## config.mk

```make
export PLATFORM = sky130hd
export DESIGN_NAME = fighter_anim_ctrl
export DESIGN_NICKNAME = d
export VERILOG_FILES = /design/src/rtl/fighter_pkg.sv /design/src/rtl/anim_frame_timer.sv /design/src/rtl/fighter_anim_ctrl.sv
export SDC_FILE = /design/constraint.sdc
export NUM_CORES = 1
export LEC_CHECK = 0
export ABC_AREA = 1
export CORE_ASPECT_RATIO = 0.8
export CORE_MARGIN = 8
export CORE_UTILIZATION = 40
export DETAILED_ROUTE_END_ITERATION = 12
export PLACE_DENSITY = 0.69
export SLEW_MARGIN = 20
export SYNTH_ARGS = -nofsm -noshare
export SYNTH_HDL_FRONTEND = slang
export SYNTH_HIERARCHICAL = 1
export SYNTH_SLANG_ARGS = --single-unit
```

## constraint.sdc

```tcl
create_clock -name vga_clk -period 5.8 [get_ports vga_clk]
set_input_delay 1.16 -clock vga_clk [delete_from_list [all_inputs] [get_ports vga_clk]]
set_output_delay 1.16 -clock vga_clk [all_outputs]
set_load 0.005 [all_outputs]
```

## src/rtl/fighter_pkg.sv

```systemverilog
// Shared types and constants for the fighter animation sequencer.
// Latency: n/a (types, constants and pure functions only).
// Backpressure: n/a.
package fighter_pkg;

   // Default sprite geometry and sequencing constants
   localparam int SPRITE_W_DEF      = 105;
   localparam int SPRITE_H_DEF      = 180;
   localparam int SCREEN_W_DEF      = 640;
   localparam int START_X_DEF       = 100;
   localparam int FLOOR_Y_DEF       = 260;
   localparam int WALK_STEP_DEF     = 2;
   localparam int FRAME_HOLD_DEF    = 6;
   localparam int WALK_FRAMES_DEF   = 4;
   localparam int ATK_FRAMES_DEF    = 5;
   localparam int ACT_FIRST_DEF     = 2;
   localparam int ACT_LAST_DEF      = 3;
   localparam int RECOVER_TICKS_DEF = 8;
   localparam int ADDR_W_DEF        = 18;

   // Counter widths: hold counter must reach max(FRAME_HOLD, RECOVER_TICKS),
   // frame counter must reach max(WALK_FRAMES, ATK_FRAMES).
   localparam int HOLD_W  = 4;
   localparam int FRAME_W = 3;
   localparam int IDX_W   = 4;

   // Animation state, kept as plain constants so legacy tools see fixed codes
   typedef logic [1:0] anim_state_t;
   localparam anim_state_t ST_IDLE    = 2'd0;
   localparam anim_state_t ST_WALK    = 2'd1;
   localparam anim_state_t ST_ATTACK  = 2'd2;
   localparam anim_state_t ST_RECOVER = 2'd3;

   // First sheet slot of the walk cycle (slot 0 is the idle pose)
   function automatic int walk_base_idx();
      return 1;
   endfunction

   // First sheet slot of the attack sequence, right after the walk cycle
   function automatic int atk_base_idx(input int walk_frames);
      return 1 + walk_frames;
   endfunction

   // Recovery reuses the final attack pose
   function automatic int recover_idx(input int walk_frames, input int atk_frames);
      return walk_frames + atk_frames;
   endfunction

   // Sprite-sheet slot shown for a given state and animation frame
   function automatic logic [IDX_W-1:0] sheet_idx(input anim_state_t      st,
                                                  input logic [FRAME_W-1:0] frame,
                                                  input int               walk_frames,
                                                  input int               atk_frames);
      logic [IDX_W-1:0] idx;
      case (st)
         ST_WALK:    idx = IDX_W'(walk_base_idx() + int'(frame));
         ST_ATTACK:  idx = IDX_W'(atk_base_idx(walk_frames) + int'(frame));
         ST_RECOVER: idx = IDX_W'(recover_idx(walk_frames, atk_frames));
         default:    idx = '0;
      endcase
      return idx;
   endfunction

endpackage

```

## src/rtl/anim_frame_timer.sv

```systemverilog
// Hold/frame counter pair: advances frame every hold_len ticks, optional wrap over len frames.
// Latency: counters update on the clock edge of a tick; done and frame are combinational.
// Backpressure: none; every tick is counted.
module anim_frame_timer
   import fighter_pkg::*;
(
   input  logic               clk,
   input  logic               rst,
   input  logic               clear,
   input  logic               tick,
   input  logic [HOLD_W-1:0]  hold_len,
   input  logic [FRAME_W-1:0] len,
   input  logic               wrap_mode,
   output logic [FRAME_W-1:0] frame,
   output logic               done
);

   logic [HOLD_W-1:0]  hold_q, hold_d;
   logic [FRAME_W-1:0] frame_q, frame_d;
   logic               hold_wrap;
   logic               last_frame;

   assign hold_wrap  = (hold_q == (hold_len - HOLD_W'(1)));
   assign last_frame = (frame_q == (len - FRAME_W'(1)));

   // One-shot sequences finish on the tick that would roll past the last frame
   assign done = tick & hold_wrap & last_frame & ~wrap_mode;

   // Frame shown after this edge, so the caller can register it with its state
   assign frame = frame_d;

   // Next counter values: clear wins, otherwise count on tick
   always_comb begin
      hold_d  = hold_q;
      frame_d = frame_q;
      if (clear) begin
         hold_d  = '0;
         frame_d = '0;
      end else if (tick) begin
         if (hold_wrap) begin
            hold_d = '0;
            if (last_frame) begin
               frame_d = '0;
            end else begin
               frame_d = frame_q + FRAME_W'(1);
            end
         end else begin
            hold_d = hold_q + HOLD_W'(1);
         end
      end
   end

   // Counter registers
   always_ff @(posedge clk) begin
      if (rst) begin
         hold_q  <= '0;
         frame_q <= '0;
      end else begin
         hold_q  <= hold_d;
         frame_q <= frame_d;
      end
   end

endmodule

```

## src/rtl/fighter_anim_ctrl.sv

```systemverilog
// Per-frame fighter sequencer: position, facing, animation state, sheet base address, hitbox.
// Latency: all outputs update one vga_clk after frame_tick and hold otherwise.
// Backpressure: none; optional FIGHTER_DEBUG_STEP_EN adds anim_freeze/anim_step tick control.
module fighter_anim_ctrl
   import fighter_pkg::*;
#(
   parameter int SPRITE_W      = SPRITE_W_DEF,
   parameter int SPRITE_H      = SPRITE_H_DEF,
   parameter int SCREEN_W      = SCREEN_W_DEF,
   parameter int START_X       = START_X_DEF,
   parameter int FLOOR_Y       = FLOOR_Y_DEF,
   parameter int WALK_STEP     = WALK_STEP_DEF,
   parameter int FRAME_HOLD    = FRAME_HOLD_DEF,
   parameter int WALK_FRAMES   = WALK_FRAMES_DEF,
   parameter int ATK_FRAMES    = ATK_FRAMES_DEF,
   parameter int ACT_FIRST     = ACT_FIRST_DEF,
   parameter int ACT_LAST      = ACT_LAST_DEF,
   parameter int RECOVER_TICKS = RECOVER_TICKS_DEF,
   parameter int ADDR_W        = ADDR_W_DEF
)(
   input  logic              vga_clk,
   input  logic              Reset,
   input  logic              frame_tick,
`ifdef FIGHTER_DEBUG_STEP_EN
   input  logic              anim_freeze,
   input  logic              anim_step,
`endif
   input  logic              move_left,
   input  logic              move_right,
   input  logic              attack,
   output logic [9:0]        AkumaX,
   output logic [9:0]        AkumaY,
   output logic [ADDR_W-1:0] frame_base,
   output logic              facing_left,
   output logic [1:0]        anim_state,
   output logic              hit_active
);

   localparam logic [9:0] X_MAX  = 10'(SCREEN_W - SPRITE_W);
   localparam logic [9:0] X_STEP = 10'(WALK_STEP);
   // Largest index (WALK_FRAMES+ATK_FRAMES) times SPRITE_W*SPRITE_H must fit in ADDR_W
   localparam logic [ADDR_W-1:0] FRAME_BYTES = ADDR_W'(SPRITE_W * SPRITE_H);

   anim_state_t         state_q, state_d;
   logic [9:0]          x_q, x_d;
   logic                facing_left_q, facing_left_d;
   logic                atk_pend_q, atk_pend_d;
   logic                attack_prev_q, attack_prev_d;
   logic [ADDR_W-1:0]   frame_base_q, frame_base_d;
   logic                hit_active_q, hit_active_d;

   logic                tick_eff;
   logic                dir_any;
   logic                atk_edge;
   logic                busy;
   logic                atk_seen;

   logic                tmr_clear;
   logic [HOLD_W-1:0]   tmr_hold_len;
   logic [FRAME_W-1:0]  tmr_len;
   logic                tmr_wrap;
   logic [FRAME_W-1:0]  tmr_frame;
   logic                tmr_done;

`ifdef FIGHTER_DEBUG_STEP_EN
   assign tick_eff = (frame_tick & ~anim_freeze) | anim_step;
`else
   assign tick_eff = frame_tick;
`endif

   assign dir_any  = move_left ^ move_right;
   assign atk_edge = attack & ~attack_prev_q;
   assign busy     = (state_q == ST_ATTACK) || (state_q == ST_RECOVER);
   // A press landing on the tick cycle itself still counts for that tick
   assign atk_seen = ~busy & (atk_pend_q | atk_edge);

   // Attack edge capture and pending flag; dropped while attacking/recovering
   always_comb begin
      attack_prev_d = attack;
      if (busy || tick_eff) begin
         atk_pend_d = 1'b0;
      end else begin
         atk_pend_d = atk_pend_q | atk_edge;
      end
   end

   // Per-state timer configuration, chosen by the state being timed
   always_comb begin
      tmr_hold_len = HOLD_W'(FRAME_HOLD);
      tmr_len      = FRAME_W'(WALK_FRAMES);
      tmr_wrap     = 1'b1;
      case (state_q)
         ST_ATTACK: begin
            tmr_len  = FRAME_W'(ATK_FRAMES);
            tmr_wrap = 1'b0;
         end
         ST_RECOVER: begin
            tmr_hold_len = HOLD_W'(RECOVER_TICKS);
            tmr_len      = FRAME_W'(1);
            tmr_wrap     = 1'b0;
         end
         default: begin
         end
      endcase
   end

   // State transitions, evaluated only on a tick
   always_comb begin
      state_d = state_q;
      if (tick_eff) begin
         case (state_q)
            ST_IDLE: begin
               if (atk_seen) begin
                  state_d = ST_ATTACK;
               end else if (dir_any) begin
                  state_d = ST_WALK;
               end
            end
            ST_WALK: begin
               if (atk_seen) begin
                  state_d = ST_ATTACK;
               end else if (!dir_any) begin
                  state_d = ST_IDLE;
               end
            end
            ST_ATTACK: begin
               if (tmr_done) begin
                  state_d = ST_RECOVER;
               end
            end
            default: begin
               if (tmr_done) begin
                  state_d = ST_IDLE;
               end
            end
         endcase
      end
   end

   // Entering any state restarts its animation from frame 0
   assign tmr_clear = tick_eff & (state_d != state_q);

   anim_frame_timer u_timer (
      .clk       (vga_clk),
      .rst       (Reset),
      .clear     (tmr_clear),
      .tick      (tick_eff),
      .hold_len  (tmr_hold_len),
      .len       (tmr_len),
      .wrap_mode (tmr_wrap),
      .frame     (tmr_frame),
      .done      (tmr_done)
   );

   // Walking moves and turns the sprite on every tick spent in (or entering) WALK
   always_comb begin
      x_d           = x_q;
      facing_left_d = facing_left_q;
      if (tick_eff && (state_d == ST_WALK)) begin
         facing_left_d = move_left;
         if (move_left) begin
            x_d = (x_q < X_STEP) ? 10'd0 : (x_q - X_STEP);
         end else begin
            x_d = (x_q >= (X_MAX - X_STEP)) ? X_MAX : (x_q + X_STEP);
         end
      end
   end

   // Sheet address and hitbox follow the post-tick state and frame
   always_comb begin
      frame_base_d = frame_base_q;
      hit_active_d = hit_active_q;
      if (tick_eff) begin
         frame_base_d = ADDR_W'(sheet_idx(state_d, tmr_frame, WALK_FRAMES, ATK_FRAMES))
                        * FRAME_BYTES;
         hit_active_d = (state_d == ST_ATTACK) &&
                        (tmr_frame >= FRAME_W'(ACT_FIRST)) &&
                        (tmr_frame <= FRAME_W'(ACT_LAST));
      end
   end

   // State registers
   always_ff @(posedge vga_clk) begin
      if (Reset) begin
         state_q       <= ST_IDLE;
         x_q           <= 10'(START_X);
         facing_left_q <= 1'b0;
         atk_pend_q    <= 1'b0;
         attack_prev_q <= 1'b0;
         frame_base_q  <= '0;
         hit_active_q  <= 1'b0;
      end else begin
         state_q       <= state_d;
         x_q           <= x_d;
         facing_left_q <= facing_left_d;
         atk_pend_q    <= atk_pend_d;
         attack_prev_q <= attack_prev_d;
         frame_base_q  <= frame_base_d;
         hit_active_q  <= hit_active_d;
      end
   end

   assign AkumaX      = x_q;
   assign AkumaY      = 10'(FLOOR_Y);
   assign frame_base  = frame_base_q;
   assign facing_left = facing_left_q;
   assign anim_state  = state_q;
   assign hit_active  = hit_active_q;

endmodule

```

==> results.json <==
{
  "status": "completed",
  "track_usage_pct": 14.4,
  "crit_buf_inv": 5,
  "rsz0062_at_grt": "false",
  "synth_edf_count": 0,
  "peakVddDrop_uv": 146,
  "rrSetupSlack_ps": 670,
  "end_kind": "register",
  "startpoint_type": "input pin",
  "routed_wl_microns": 7940,
  "dieArea_sq_um": 11600,
  "grt_pass1_wl_microns": 14200,
  "maxCapViolations": 0,
  "tns_ps": 0,
  "cp.depth": 26,
  "core_sq_um": 8330,
  "vias_per_cell": 4.77,
  "fin_crit_sh_pct": 90.6,
  "cts_tree": "yes",
  "period_needed_ps": 5260,
  "fmax_ghz": 0.190,
  "fill_cells": 835,
  "start_util_pct": 40.4,
  "syn_to_final_growth_pct": 16.9,
  "port_buffers": 35,
  "synthCells": 489,
  "finalHoldWorstSlack_ps": 492,
  "rows": 30,
  "ys_types": 43,
  "endpoint": "frame_base[14]",
  "hold_viol": 0,
  "die_h_microns": 98.0,
  "rr_startpoint": "anim_state[1]",
  "ys_warn_count": 6,
  "place_congestion": 0.924,
  "cp_common_cell": "nand2_1",
  "rr_endpoint": "frame_base[14]",
  "postCtsHoldBufs": 0,
  "wl_per_cell_microns": 12.4,
  "die_x_microns": 119,
  "diodes": 0,
  "async_flop_share_pct": 0,
  "p_per_area_nw_per_um2": 194,
  "overflow": 0,
  "synthFlopType": "dfxtp_1",
  "cts_made_buffers": 5,
  "drv_slew": 0,
  "cts_buffer_depth": 2,
  "cpMaxStageDelayCell": "fa_1",
  "min_path_type": "reg2reg",
  "antenna_found_initial": 0,
  "crit_required_ps": 6010,
  "grt_max_degree": 24,
  "first_pass_iters": 4,
  "postSynthAreaPerCell_sq_um": 6.88,
  "drt_iter0_drc": 122,
  "synth-seq-cells": 39,
  "postRouteAntennaNets": 0,
  "drc": 0,
  "arrival_ps": 5470,
  "clk_latency_ps": 300,
  "reg2reg_depth": 31,
  "max_stage_delay_ps": 560,
  "ios": 48,
  "nets": 571,
  "clkTransAtPathRegs_ps": 90,
  "fin_skew_ps": 7.39,
  "startpoint": "move_left",
  "synth_area_sq_um": 3360,
  "path_delay_family": "adder cells",
  "path_max_fanout": 5,
  "synth_seq_area_share_pct": 23.2,
  "finalSetupViolations": 0,
  "leakagePower_nw": 1.94,
  "worstSetupPathType": "in2reg",
  "dp_hpwl_microns": 6220,
  "cts_root_buffer": "clkbuf_8",
  "cts_sinks": 39,
  "grt_pass1_vias": 3002,
  "h-tree-depth": 2,
  "drive_gt1_share_pct": 13.4,
  "vias": 3060
}
==> Yosys cell counts (3+ instances only) <==
| master | count | area share (%) |
|---|---|---|
| nand2_1 | 87 | 9.7 |
| inv_1 | 72 | 8.0 |
| nor2_1 | 52 | 5.8 |
| dfxtp_1 | 39 | 23 |
| ha_1 | 35 | 13 |
| nand3_1 | 28 | 4.2 |
| o21ai_0 | 25 | 3.7 |
| a21oi_1 | 20 | 3.0 |
| buf_4 | 15 | 3.3 |
| xor2_1 | 13 | 3.4 |
| nand2_2 | 12 | 2.2 |
| o21ai_1 | 9 | 1.3 |
| nand4_1 | 7 | 1.3 |
| xnor2_1 | 7 | 1.8 |
| inv_2 | 6 | 0.67 |
| nor2_4 | 6 | 2.0 |
| buf_2 | 5 | 0.74 |
| nand3_2 | 5 | 1.5 |
| clkbuf_1 | 4 | 0.45 |
| nor2_2 | 4 | 0.74 |
| nor3_1 | 4 | 0.60 |
| o21ai_2 | 3 | 0.78 |
==> cell families after synthesis <==
logic type	Yosys count	share of synthesized area, %
other	2	0.223
adders and majority gates	37	14.2
buffers and inverters	106	14.0
xor gates and xnor gates	20	5.21
and+or+nand+nor	216	31.6
DFF	39	23.2
AOI/OAI and AO/OA	69	11.5
==> placed cells by master (no fill, tap or decap), types with 6 or more instances in the layout <==
| cell | netlist | layout |
|---|---|---|
| o21ai_1 | 9 | 9 |
| xor2_1 | 13 | 13 |
| nand3_2 | 5 | 6 |
| buf_4 | 15 | 9 |
| o21ai_0 | 25 | 24 |
| xnor2_1 | 7 | 7 |
| clkdlybuf4s50_1 | 0 | 35 |
| ha_1 | 35 | 35 |
| inv_1 | 72 | 72 |
| nand2_2 | 12 | 13 |
| a21oi_1 | 20 | 20 |
| conb_1 | 2 | 16 |
| nor2_1 | 52 | 52 |
| nand2_1 | 87 | 86 |
| nand4_1 | 7 | 7 |
| inv_2 | 6 | 6 |
| nor2_4 | 6 | 6 |
| dfxtp_1 | 39 | 37 |
| nand3_1 | 28 | 27 |
==> worst min-delay path, cell delays in order (launching register included) <==
cell	delay, ps
dfxtp_1	320
nor2_1	90
nor3_1	40
==> power by group <==
group          switching [mW]  internal (mW)  leakage, nW  total (mW)
registers              0.0182          0.285        0.320       0.304
clock network           0.106          0.128       0.0581       0.235
logic                   0.129         0.0966         1.56       0.226
total                   0.254          0.510         1.94       0.764
==> per-stage QoR <==
step                setup WS (ps)  area (sq um)  util [%]  power, mW  cells
floorplan                     793          3420         -      0.461    503
global placement              374          3810      45.7      0.527    633
detailed placement            292          3810      45.7      0.531    633
CTS                           359          3920      47.0      0.770    641
global route                 1.98          3930      47.2      0.813    641
finish                        543          3930      47.2      0.764    641
==> layer usage <==
| metal | track usage, % | share of wire [%] | vias to the layer above |
|---|---|---|---|
| met5 | 0 | 0 | - |
| met4 | 3.20 | 0.89 | 0 |
| met3 | 3.81 | 5.8 | 6 |
| met2 | 22.7 | 43 | 52 |
| met1 | 19.0 | 50 | 1400 |
| li1 | - | - | 1602 |
==> state kept, by name, indices dropped and copies added, names as in the netlist <==
| name | count |
|---|---|
| anim_state | 2 |
| frame_base | 16 |
| AkumaX | 10 |
| u_timer/hold_q | 4 |
| hit_active | 1 |
| atk_pend_q | 1 |
| attack_prev_q | 1 |
| u_timer/frame_q | 3 |
| facing_left | 1 |
==> area by class of cell <==
cell class	count	area, sq um	area share (%)
flip-flops and latches	39	783	19.9
repair buffers	44	418	10.6
well taps	112	140	3.56
multi-input cells	358	2180	55.3
clock inverters	3	43.8	1.11
clock buffers	5	68.8	1.75
inverters	80	303	7.70
==> worst min-delay path by stage <==
stage                               from              to  slack (ps)  cells after the start
after floorplan           frame_base[12]  frame_base[12]         470                      2
final                        facing_left     facing_left         490                      2
after global placement    frame_base[12]  frame_base[12]         470                      2
after CTS                    facing_left     facing_left         490                      2
after global routing       frame_base[4]   frame_base[4]         530                      2
after detailed placement     facing_left     facing_left         480                      2
==> repair_timing <==
item	CTS	global route
setup buffers	0	0
gates resized for setup	0	6
setup endpoints to repair	0	9
Power figures use the tool's default switching activity.
